## src/rtl/lb_over_scheduler_pkg.sv

```systemverilog
// lb_over_scheduler_pkg: status-word layout, control-word bits and scheduler states
package lb_over_scheduler_pkg;
    localparam int SEQ_LSB = 28;
    localparam int SEQ_W = 4;
    localparam int IDX_LSB = 24;
    localparam int IDX_W = 4;
    localparam int STICKY_BIT = 23;
    localparam int SAT_BIT = 22;
    localparam int CNT_LSB = 0;
    localparam int CNT_FW = 16;
    localparam int CTRL_CLR_BIT = 31;
    localparam int CTRL_HOLD_BIT = 30;
    localparam int CTRL_IDX_LSB = 0;
    localparam int CTRL_IDX_W = 4;
    typedef enum logic [1:0] {SCAN, HOLD, CLEAR} state_t;
endpackage

```

## src/rtl/lb_over_cell.sv

```systemverilog
// lb_over_cell: per-source sticky flag and saturating overflow counter
module lb_over_cell #(
    parameter int CNT_W = 16
) (
    input  logic             clk,
    input  logic             rst_n,
    input  logic             ev,
    input  logic             clr,
    output logic             sticky,
    output logic             sat,
    output logic [CNT_W-1:0] cnt
);
    logic full;
    assign full = &cnt;
    // an event landing in the clear cycle survives as the first count
    always_ff @(posedge clk or negedge rst_n)
        if (!rst_n) begin
            sticky <= 1'b0;
            sat <= 1'b0;
            cnt <= '0;
        end else if (clr) begin
            sticky <= ev;
            sat <= 1'b0;
            cnt <= CNT_W'(ev);
        end else if (ev) begin
            sticky <= 1'b1;
            sat <= sat | full;
            cnt <= full ? cnt : cnt + CNT_W'(1);
        end
endmodule

```

## src/rtl/lb_over_scheduler.sv

```systemverilog
// lb_over_scheduler: time-shares one status register among per-source overflow monitors
module lb_over_scheduler
    import lb_over_scheduler_pkg::*;
#(
    parameter int N_SRC = 4,
    parameter int CNT_W = 16,
    parameter int DWELL = 1024
) (
    input  logic             OPB_Clk,
    input  logic             OPB_Rst_n,
    input  logic [N_SRC-1:0] lb_over_in,
    input  logic [31:0]      ctrl_in,
    output logic [31:0]      user_data_out,
    output logic             busy
);
    state_t state, state_n, mode;
    logic [15:0] dcnt, cnt_ext;
    logic [3:0] idx, cidx, hold_idx, seq_n;
    logic [15:0] sticky_v, sat_v;
    logic [CNT_W-1:0] cnt_v [16];
    logic [31:0] status_n;
    logic prev_clr, clr_req, last, tc, unused_ctrl;

    assign unused_ctrl = ^ctrl_in[29:4];
    assign clr_req = ctrl_in[CTRL_CLR_BIT] ^ prev_clr;
    assign last = cidx == 4'(N_SRC - 1);
    assign tc = dcnt == 16'(DWELL - 1);
    assign hold_idx = {1'b0, ctrl_in[CTRL_IDX_LSB +: CTRL_IDX_W]} >= 5'(N_SRC) ? 4'(N_SRC - 1) : ctrl_in[CTRL_IDX_LSB +: CTRL_IDX_W];
    assign mode = ctrl_in[CTRL_HOLD_BIT] ? HOLD : SCAN;

    always_ff @(posedge OPB_Clk or negedge OPB_Rst_n)
        if (!OPB_Rst_n) state <= SCAN;
        else state <= state_n;

    // clear wins over hold changes; a toggle seen mid-sweep is dropped
    always_comb begin
        state_n = (state == CLEAR) ? (last ? mode : CLEAR) : (clr_req ? CLEAR : mode);
    end

    always_comb begin
        busy = state == CLEAR;
    end

    always_ff @(posedge OPB_Clk or negedge OPB_Rst_n)
        if (!OPB_Rst_n) begin
            prev_clr <= 1'b0;
            cidx <= '0;
            dcnt <= '0;
            idx <= '0;
        end else begin
            prev_clr <= ctrl_in[CTRL_CLR_BIT];
            cidx <= (busy && !last) ? cidx + 4'd1 : 4'd0;
            if (state == SCAN) begin
                dcnt <= tc ? 16'd0 : dcnt + 16'd1;
                if (tc) idx <= (idx == 4'(N_SRC - 1)) ? 4'd0 : idx + 4'd1;
            end else if (state == HOLD) begin
                dcnt <= '0;
                if (ctrl_in[CTRL_HOLD_BIT]) idx <= hold_idx;
            end
        end

    for (genvar i = 0; i < 16; i++) begin : g_src
        if (i < N_SRC) begin : g_cell
            lb_over_cell #(.CNT_W(CNT_W)) u_cell (
                .clk(OPB_Clk),
                .rst_n(OPB_Rst_n),
                .ev(lb_over_in[i]),
                .clr(busy && cidx == 4'(i)),
                .sticky(sticky_v[i]),
                .sat(sat_v[i]),
                .cnt(cnt_v[i])
            );
        end else begin : g_tie
            assign sticky_v[i] = 1'b0;
            assign sat_v[i] = 1'b0;
            assign cnt_v[i] = '0;
        end
    end

    always_comb begin
        cnt_ext = '0;
        cnt_ext[CNT_W-1:0] = cnt_v[idx];
        seq_n = user_data_out[SEQ_LSB +: SEQ_W] + 4'(idx != user_data_out[IDX_LSB +: IDX_W] || (busy && last));
        status_n = '0;
        status_n[SEQ_LSB +: SEQ_W] = seq_n;
        status_n[IDX_LSB +: IDX_W] = idx;
        status_n[STICKY_BIT] = sticky_v[idx];
        status_n[SAT_BIT] = sat_v[idx];
        status_n[CNT_LSB +: CNT_FW] = cnt_ext;
    end

    always_ff @(posedge OPB_Clk or negedge OPB_Rst_n)
        if (!OPB_Rst_n) user_data_out <= '0;
        else user_data_out <= status_n;
endmodule

```

## config.mk

```make
export PLATFORM = sky130hd
export DESIGN_NAME = lb_over_scheduler
export DESIGN_NICKNAME = d
export VERILOG_FILES = /design/src/rtl/lb_over_scheduler_pkg.sv /design/src/rtl/lb_over_cell.sv /design/src/rtl/lb_over_scheduler.sv
export SDC_FILE = /design/constraint.sdc
export NUM_CORES = 1
export LEC_CHECK = 0
export ABC_CLOCK_PERIOD_IN_PS = 2200
export BUFFER_PORTS_ARGS = -buffer_cell sky130_fd_sc_hd__buf_4
export CAP_MARGIN = 0
export CORE_MARGIN = 5
export CORE_UTILIZATION = 53
export DETAILED_ROUTE_END_ITERATION = 10
export GPL_TIMING_DRIVEN = 0
export PLACE_DENSITY = 0.83
export SYNTH_ARGS = -nofsm -noshare
export SYNTH_HDL_FRONTEND = slang
export SYNTH_SLANG_ARGS = --single-unit
```

## constraint.sdc

```tcl
create_clock -name OPB_Clk -period 2.2 [get_ports OPB_Clk]
set_clock_uncertainty 0.2 [all_clocks]
set_input_delay 0.44 -clock OPB_Clk [delete_from_list [all_inputs] [get_ports OPB_Clk]]
set_output_delay 0.44 -clock OPB_Clk [all_outputs]
set_load 0.01 [all_outputs]
```

==> parameters.txt <==
Parameter                              Value

Synth
  Share of flip-flops with an asynchronous set or reset    1.00
  Most instantiated cells after synthesis    sky130_fd_sc_hd__dfrtp_1 (125), sky130_fd_sc_hd__nor2_1 (67), sky130_fd_sc_hd__nand2_1 (63)
  Cell with the most instances after synthesis    sky130_fd_sc_hd__dfrtp_1
  Average cell area after synthesis    between 10 and 15 µm²
  Cell variety after synth    between 50 and 60
  Register bit total from synthesis    about 130
  Post-synth top flop    sky130_fd_sc_hd__dfrtp_1
  Yosys synthesis warning count    0
  Top post-synthesis cells by area    sky130_fd_sc_hd__dfrtp_1 (48%), sky130_fd_sc_hd__mux4_2 (6.2%), sky130_fd_sc_hd__nor2_1 (3.8%)
  Post-Synthesis Cells    649
  Number of enable flip-flop cells after synthesis    0
  Share of the synthesized area in the top cell type    0.477
  Synth Cell Area    ~6600 µm²
  Largest area contributor in the synthesized netlist    sky130_fd_sc_hd__dfrtp_1
  Part of the Yosys area used for sequential elements    0.477

Clock network
  Number of clock buffers inserted by TritonCTS    17
  Clock tree root driver cell    sky130_fd_sc_hd__clkbuf_16
  Clock-pin slew on the worst setup and hold paths    ~0.05 ns
  H-tree Lvls    4
  Clock buffer depth    2
  Clock latency on the worst-skew pair    ~0.43 ns
  CTS tree    built
  Sinks on Clock Net    between 100 and 150

Worst setup path
  Startpoint of the lowest-slack register-to-register path    dcnt[0]
  Category of the worst setup path launch point    register
  Critical path endpoint category    register
  RR Endpoint    dcnt[15]
  Maximum single-stage delay on the critical path    ~0.45 ns
  Arrival time at the worst endpoint    2.32 ns
  Largest fanout on the critical path    6
  Crit path top cell by count    sky130_fd_sc_hd__buf_6
  Critical path data required time    roughly 2.3 ns
  Crit-path slowest cell    sky130_fd_sc_hd__or3_4
  Flop-to-flop setup slack    -0.02 ns
  Count of cells along the worst register-to-register path    8
  Worst setup path category    reg -> reg
  Critical path, cell by cell    ha_4, nand3_4, or3_4, o31a_1, buf_6, buf_6, a21oi_2, o21ai_1

Detailed routing
  Routed wire length per instance    approximately 18 µm
  Drt first pass iters    5
  Via density per instance    just over 6
  DRT iter0 DRCs    671
  Total number of vias    5431
  Final wirelength    approximately 16000 µm
  Final ANT Viol Nets    0
  Total DRC errors in the routed layout    0

Timing
  RSZ-0062 raised after global routing    yes
  Headroom to the max-slew limit    0.539
  Final number of hold-violating endpoints    0
  Final worst setup slack    -0.0212 ns
  Part of the cycle the worst path needs    1.01
  Max-slew violations    0
  Maximum clock rate    about 450 MHz
  Min cycle time layout    ~2.2 ns
  Worst-margin pin slew    ~0.69 ns
  Final Setup Violations    4

Placement
  RD Place Congestion    slightly above 1
  Number of buffers added on ports    37
  HPWL after detailed placement    around 11000 µm
  Worst setup timing slack at the placement stage    -0.449 ns

Outcome
  Run status    finished, violations left
  Failing checks    setup timing

GRT
  Initial antenna violation count    0
  Maximum number of pins on one net before global-route repair    78
  GR Overflow Total    0
  Vias in the first global route    about 5.2k
  GRT Total Usage    0.230
  First-pass GRT wire length    around 26000 µm

Floorplanning
  Total core area    12100 µm²
  Starting Density    0.544
  Number of I/O pins    71
  Die height    121 µm
  Number of cell rows    40
  Die Footprint    14700 µm²
  X dimension of the die    roughly 120 µm

Pwr
  Largest voltage drop on the vdd net    623 µV
  P per Cell Area    approximately 1100 nW/µm²
  Cell leakage power    about 3.6 nW

Finish
  Post-layout utilization of the core    0.653
  Area Overhead vs Synth    20.1%
  # diodes    0
  Nets@finish    between 700 and 800
  Layout cell share with drive strength beyond 1    0.194

Worst hold path
  End point of the worst hold path    state[0]
  Hold Crit Start    ctrl_in[30]
  Path class of the lowest-slack min-delay path    in -> reg
  Cell depth of the worst hold path    2

Flow run
  Max-cap violations    0
[cells in the final DEF (no fill, tap or decap), types with 7 or more instances in the layout]
cell,synthesis,routed
sky130_fd_sc_hd__o211ai_1,15,15
sky130_fd_sc_hd__xor2_1,28,28
sky130_fd_sc_hd__buf_4,6,52
sky130_fd_sc_hd__and4_1,10,10
sky130_fd_sc_hd__o21ai_0,22,17
sky130_fd_sc_hd__nor3_1,17,16
sky130_fd_sc_hd__nand4_1,16,16
sky130_fd_sc_hd__dfrtp_1,125,122
sky130_fd_sc_hd__a21oi_1,20,19
sky130_fd_sc_hd__clkbuf_1,20,16
sky130_fd_sc_hd__nand3_1,38,34
sky130_fd_sc_hd__nand2_1,63,62
sky130_fd_sc_hd__and3_1,33,32
sky130_fd_sc_hd__and2_1,11,10
sky130_fd_sc_hd__inv_1,14,14
sky130_fd_sc_hd__mux4_2,18,18
sky130_fd_sc_hd__nor2_1,67,66
sky130_fd_sc_hd__or4_1,7,7
sky130_fd_sc_hd__a21o_1,8,8
sky130_fd_sc_hd__ha_1,12,9
sky130_fd_sc_hd__clkbuf_16,0,17
sky130_fd_sc_hd__xnor2_1,20,20
[worst max path at each step]
| stage | startpoint | to | slack [ns] |
|---|---|---|---|
| floorplan | dcnt[0] | dcnt[11] | 0.01 |
| global placement | state[0] | user_data_out[30] | -0.46 |
| detailed placement | state[0] | user_data_out[30] | -0.45 |
| CTS | dcnt[0] | dcnt[5] | -0.10 |
| global route | dcnt[0] | dcnt[15] | -0.08 |
| finish | dcnt[0] | dcnt[15] | -0.02 |
[layer usage]
layer | track usage | vias up | part of all wire
met5 | 0 | - | 0
met4 | 0.0952 | 0 | 0.024
met3 | 0.0676 | 42 | 0.087
met2 | 0.350 | 256 | 0.48
met1 | 0.309 | 2652 | 0.41
li1 | - | 2481 | -
[cell type report]
| type | count | area, µm² |
|---|---|---|
| repair buffers | 52 | 430 |
| fillers | 853 | 4180 |
| clock inverters | 7 | 37.5 |
| inverters | 14 | 52.6 |
| multi-input cells | 481 | 3370 |
| clock buffers | 24 | 502 |
| plain buffers | 29 | 150 |
| well taps | 168 | 210 |
| flip-flops and latches | 125 | 3130 |
[logic make-up (layout without fill, tap and decap cells)]
| logic type | Yosys count | in the layout | synth area share |
|---|---|---|---|
| other | 1 | 6 | 0.000572 |
| adder cells (fa/ha/maj) | 12 | 12 | 0.0229 |
| flip-flops | 125 | 125 | 0.477 |
| buffers and inverters | 48 | 126 | 0.0341 |
| AO/OA/AOI/OAI | 100 | 100 | 0.104 |
| multiplexers | 23 | 23 | 0.0694 |
| AND/OR/NAND/NOR | 292 | 292 | 0.228 |
| XOR/XNOR | 48 | 48 | 0.0641 |
[report_power, final]
group / switching, mW / total, mW / internal [mW]
Combinational: 1.47 / 2.60 / 1.13
Clock: 0.972 / 2.54 / 1.57
Sequential: 0.496 / 3.18 / 2.69
Total: 2.94 / 8.32 / 5.39
[worst max-delay path, delay by kind of cell (launching register included)]
family,cells,cell delay [ns]
AND/OR/NAND/NOR,2,0.54
AO/OA/AOI/OAI,3,0.48
flip-flops,1,0.42
adder cells (fa/ha/maj),1,0.18
buffers and inverters,2,0.28
[stage by stage]
stage               hold WS [ns]  cell area [µm²]  std cells  TNS (ns)  power [mW]
global placement           0.247             7080        859     -6.19        5.46
floorplan                -0.0556             6600        654         0        4.73
detailed placement         0.212             7110        860     -6.61        5.61
global route              0.0787             7880        900    -0.609        8.80
finish                    0.0733             7880        900   -0.0360        8.32
CTS                       0.0543             7760        899    -0.590        8.25
[sequential cells by signal, summed over array words and instances (netlist names)]
register,flops
g_src.g_cell.u_cell.sat,4
idx,4
state,2
g_src.g_cell.u_cell.cnt,64
g_src.g_cell.u_cell.sticky,4
prev_clr,1
user_data_out,26
dcnt,16
cidx,4
[what timing repair did]
action,CTS,global route
gates resized for setup,13,29
setup buffers,7,5
setup endpoints to repair,54,64
hold endpoints to repair,49,0
pin swaps,12,9
hold buffers,2,0
Note: power is estimated with default switching activity, not from simulation.
